--- config.mk ---
export PLATFORM = sky130hd
export DESIGN_NAME = op_tile_writer
export DESIGN_NICKNAME = d
export VERILOG_FILES = /design/src/rtl/op_tile_writer.sv
export SDC_FILE = /design/constraint.sdc
export NUM_CORES = 2
export LEC_CHECK = 0
export BUFFER_PORTS_ARGS = -buffer_cell sky130_fd_sc_hd__buf_2
export CAP_MARGIN = 15
export CORE_MARGIN = 3
export CORE_UTILIZATION = 35
export CTS_CLUSTER_DIAMETER = 30
export DETAILED_ROUTE_END_ITERATION = 10
export PLACE_DENSITY = 0.6
export SETUP_SLACK_MARGIN = 0.02
export SLEW_MARGIN = 40
export SYNTH_ARGS = -nofsm -noshare
export SYNTH_HDL_FRONTEND = slang
export SYNTH_SLANG_ARGS = --single-unit
--- constraint.sdc ---
create_clock -name clk -period 29.2 [get_ports clk]
set_clock_uncertainty 0.1 [all_clocks]
set_input_delay 2.92 -clock clk [delete_from_list [all_inputs] [get_ports clk]]
set_output_delay 2.92 -clock clk [all_outputs]
set_load 0.1 [all_outputs]
--- src/rtl/op_tile_writer.sv ---
// rtl/op_tile_writer.sv - output tile write-address generator with a single-slot write register
// Optional feature: define OUT_RELU_EN to clamp negative pixels to zero on capture.
module op_tile_writer #(
   parameter int DATA_WIDTH = 15,
   parameter int ADDR_WIDTH = 31,
   parameter int PIX_WIDTH  = 15
) (
   input  logic                  clk,
   input  logic                  rst,
   input  logic                  start,
   input  logic [DATA_WIDTH:0]   H,
   input  logic [DATA_WIDTH:0]   W,
   input  logic [DATA_WIDTH:0]   C,
   input  logic [DATA_WIDTH:0]   Th,
   input  logic [DATA_WIDTH:0]   Tw,
   input  logic [DATA_WIDTH:0]   ho,
   input  logic [DATA_WIDTH:0]   wo,
   input  logic                  in_valid,
   input  logic [PIX_WIDTH:0]    in_data,
   output logic                  in_ready,
   output logic                  wr_en,
   output logic [ADDR_WIDTH:0]   wr_addr,
   output logic [PIX_WIDTH:0]    wr_data,
   input  logic                  wr_ready,
   output logic                  busy,
   output logic                  done,
   output logic [31:0]           beat_cnt
);

   localparam int GW  = DATA_WIDTH + 1;
   localparam int PW0 = 3 * GW + 2;
   localparam int PW  = (PW0 > ADDR_WIDTH + 1) ? PW0 : ADDR_WIDTH + 1;

   typedef enum logic [1:0] {S_IDLE, S_RUN, S_FLUSH, S_DONE} state_t;
   state_t state;

   logic [DATA_WIDTH:0]   w_r, c_r, wo_r, c_last;
   logic [DATA_WIDTH+1:0] h_last, w_last;
   logic [DATA_WIDTH:0]   h_idx, w_idx, c_idx;

   logic [DATA_WIDTH:0]   h_room, w_room, eh, ew;
   logic                  empty_tile;
   logic [PW-1:0]         addr_full;
   logic [PIX_WIDTH:0]    pix_out;
   logic                  beat, accept, c_end, w_end, h_end;

   assign in_ready = (state == S_RUN) && (!wr_en || wr_ready);
   assign beat     = in_valid && in_ready;
   assign accept   = wr_en && wr_ready;

   // Room values only matter when the tile is non-empty, so their wrap is harmless.
   always_comb begin
      h_room     = H - ho;
      w_room     = W - wo;
      eh         = (Th < h_room) ? Th : h_room;
      ew         = (Tw < w_room) ? Tw : w_room;
      empty_tile = (C == '0) || (Th == '0) || (Tw == '0) || (ho >= H) || (wo >= W);
   end

   always_comb begin
      addr_full = (PW'(h_idx) * PW'(w_r) + PW'(w_idx)) * PW'(c_r) + PW'(c_idx);
      c_end     = (c_idx == c_last);
      w_end     = ({1'b0, w_idx} == w_last);
      h_end     = ({1'b0, h_idx} == h_last);
   end

`ifdef OUT_RELU_EN
   always_comb pix_out = in_data[PIX_WIDTH] ? '0 : in_data;
`else
   always_comb pix_out = in_data;
`endif

   always_ff @(posedge clk) begin
      if (rst) begin
         state    <= S_IDLE;
         wr_en    <= 1'b0;
         wr_addr  <= '0;
         wr_data  <= '0;
         busy     <= 1'b0;
         done     <= 1'b0;
         beat_cnt <= '0;
         w_r      <= '0;
         c_r      <= '0;
         wo_r     <= '0;
         c_last   <= '0;
         h_last   <= '0;
         w_last   <= '0;
         h_idx    <= '0;
         w_idx    <= '0;
         c_idx    <= '0;
      end else begin
         case (state)
            S_IDLE: begin
               done <= 1'b0;
               if (start) begin
                  w_r      <= W;
                  c_r      <= C;
                  wo_r     <= wo;
                  c_last   <= C - GW'(1);
                  h_last   <= {1'b0, ho} + {1'b0, eh} - (GW+1)'(1);
                  w_last   <= {1'b0, wo} + {1'b0, ew} - (GW+1)'(1);
                  beat_cnt <= '0;
                  h_idx    <= ho;
                  w_idx    <= wo;
                  c_idx    <= '0;
                  if (empty_tile) begin
                     state <= S_DONE;
                     done  <= 1'b1;
                  end else begin
                     state <= S_RUN;
                     busy  <= 1'b1;
                  end
               end
            end
            S_RUN, S_FLUSH: begin
               if (accept)
                  beat_cnt <= beat_cnt + 32'd1;
               if (beat) begin
                  wr_en   <= 1'b1;
                  wr_addr <= addr_full[ADDR_WIDTH:0];
                  wr_data <= pix_out;
                  if (c_end) begin
                     c_idx <= '0;
                     if (w_end) begin
                        w_idx <= wo_r;
                        h_idx <= h_idx + GW'(1);
                     end else begin
                        w_idx <= w_idx + GW'(1);
                     end
                  end else begin
                     c_idx <= c_idx + GW'(1);
                  end
                  if (c_end && w_end && h_end)
                     state <= S_FLUSH;
               end else if (accept) begin
                  wr_en <= 1'b0;
               end
               // in_ready is low in FLUSH, so an accept there is always the final write.
               if (state == S_FLUSH && accept) begin
                  state <= S_DONE;
                  busy  <= 1'b0;
                  done  <= 1'b1;
               end
            end
            S_DONE: begin
               done  <= 1'b0;
               state <= S_IDLE;
            end
            default: state <= S_IDLE;
         endcase
      end
   end

endmodule

==> results.cfg <==
[logic_synthesis]
synth_commonest_cells = inv_1, nand2_1, fa_1
avgSynthCellArea_um2 = 8.224
synth-seq-cells = 231
async_reset_ff_share_pct = 0
synth_area_leader_cell = fa_1
syn_inst = 4332
synth_edf_count = 0
synth.distinct_cells = 74
seq_area_frac_synth_pct = 12.98
syn_nets = 5321
yosysMostFrequentCell = inv_1
syn-cell-area_um2 = 35630
yosysWarnings = 0
yosys-top-cells-area = fa_1, dfxtp_1, ha_1, inv_1, nand2_1
yosys.area.top_type_share_pct = 29.95
synthFlopType = dfxtp_1

[die]
core_area_um2 = 100600
boundaryPins = 217
initial_core_util_pct = 35.42
rows = 116
die_x_um = 325.1
die_h_um = 325.1
die_area_um2 = 105700

[pwr]
total_power_mw = 2.793
powerDensity_nw_per_um2 = 69.07
vdd_drop_max_uv = 55.86
leakage_nw = 19.10

[cells_and_area]
post-route-util_pct = 40.21
stdcell_area_um2 = 40440
final_cells = 5882
fill_cells = 10285
drive_gt1_share_pct = 9.777
area_growth_pct = 13.51
fin_nets = 5461

[placement]
place.gp.congestion = 0.9233
placed_area_um2 = 38170
portBuffers = 216
hpwl_um = 78570
pre_cts_slack_ps = 16130
dp.cells = 5761

[setup_path]
worstPathMaxFanout = 17
r2r_slack_ps = 16240
slowest_delay_ps = 780
path_class = flop to flop
cp_common_cell = fa_1
arrival_ps = 13280
worstSetupStartpoint = w_r[1]
r2r-start = w_r[1]
reg2reg_depth = 43
startpoint_type = flop
cp_slowest_cell = dfxtp_1
r2r-end = wr_addr[31]
worstSetupEndpointType = flop
critPathRequiredTime_ps = 29520

[sta]
slew_violations = 0
rsz0062_at_grt = no
final.setup.tns_ps = 0
min_period_over_period_pct = 44.38
fin_crit_ps = 12960
fmax_mhz = 77.17
worstMarginPinSlew_ps = 867.2
hold_ws_ps = 339.9
setup_ws_ps = 16240
finalSetupViolations = 0
hold_viol = 0
max_slew_margin_pct = 41.90

[clock_tree]
cts_buffer_depth = 3
path_clk_slew_ps = 40
h-tree-depth = 3
clk-insertion-delay-late_ps = 610
cts_buffers = 66
postCtsSetupBuffers = 0
cts.repair.resized = 0
cts_root_buf = clkbuf_16
cts-hold-fix-buffers = 0
cts_tree = done
cts.sinks = 231

[global_route]
overflow = 0
first_global_vias = 29112
grt_pass1_wl_um = 160500
antenna_found_initial = 10
track_usage_pct = 18.86
grt_start_max_net_pins = 78

[route]
vias = 28450
wire_per_inst_um = 16.91
postRouteAntennaNets = 0
viasPerCell = 4.837
routed_wirelength_um = 99470
drtPass1Iterations = 6
drc_errors = 0
initialDrtViolationCount = 1767

[min_path]
hold_depth = 2
holdPathEnd = wr_addr[16]
min_from = wr_addr[16]
hold_path.class = flop to flop

[job]
maxCapViolCount = 0

[status]
status = finished, final reports clean
final cells by class:
| type | count | area, um^2 | area share (%) |
|---|---|---|---|
| antenna | 4 | 10.01 | 0.02475 |
| clock buffer | 83 | 1787 | 4.418 |
| clock inverter | 34 | 442.9 | 1.095 |
| inverter | 883 | 3314 | 8.196 |
| multi-input combinational | 3024 | 27070 | 66.95 |
| sequential | 231 | 4636 | 11.46 |
| tap | 1357 | 1698 | 4.199 |
| timing repair buffer | 266 | 1479 | 3.657 |
report_power, final:
group,switching (mW),internal (mW),leakage [nW]
clock network,0.231,0.487,1.06
registers,0.101,0.375,1.88
logic,1.02,0.581,16.1
layer usage:
| layer | vias up | part of all wire (%) | global-route usage, % |
|---|---|---|---|
| met4 | 8 | 2.0 | 4.222 |
| li1 | 13641 | - | - |
| met5 | - | 0.054 | 0 |
| met3 | 128 | 7.1 | 3.973 |
| met2 | 797 | 46 | 30.63 |
| met1 | 13876 | 45 | 25.83 |
registers in the layout, summed over array words and instances, names as in the netlist:
name and cells:
beat_cnt 32, busy 1, c_idx 16, c_last 16
c_r 16, done 1, h_idx 16, h_last 17
state 2, w_idx 16, w_last 17, w_r 16
wo_r 16, wr_addr 32, wr_data 16, wr_en 1
cells in the final DEF (no fill, tap or decap), types with 23 or more instances in the layout:
cell type / netlist / layout
nand2_1: 658 / 656
o21ai_0: 71 / 70
mux2_2: 26 / 26
a21oi_1: 233 / 231
nand2b_1: 23 / 23
fa_1: 533 / 532
clkbuf_16: 0 / 67
nand3_1: 56 / 56
xor2_1: 101 / 98
nor3_1: 33 / 32
xnor2_1: 131 / 126
nor4_1: 23 / 23
nand4_1: 24 / 24
dfxtp_1: 231 / 222
buf_2: 5 / 215
a211oi_1: 57 / 57
and3_1: 27 / 26
a21o_1: 33 / 33
nor2_1: 163 / 163
ha_1: 323 / 322
buf_4: 0 / 48
inv_1: 882 / 882
and2_1: 306 / 305
how the worst max path moves through the flow:
stage	cells after the start	slack (ps)	to
after floorplan	45	17230	wr_addr[31]
after global placement	43	16210	wr_addr[31]
after detailed placement	43	16130	wr_addr[31]
after CTS	43	16070	wr_addr[31]
after global routing	44	15640	wr_addr[31]
final	43	16240	wr_addr[31]
worst max-delay path, delay by kind of cell (launching register included):
family | cells | cell delay, ps
fa+ha+maj | 14 | 6710
flops | 1 | 780
buf+inv | 7 | 570
xor+xnor | 4 | 1100
compound gates | 14 | 2980
simple gates | 4 | 500
logic make-up after synthesis:
family,share of synthesized area (%)
xor gates and xnor gates,6.002
buffers and inverters,11.39
muxes,1.138
and+or+nand+nor,17.85
adders and majority gates,41.29
AOI/OAI and AO/OA,9.349
DFF,12.98
Power figures use the tool's default switching activity.
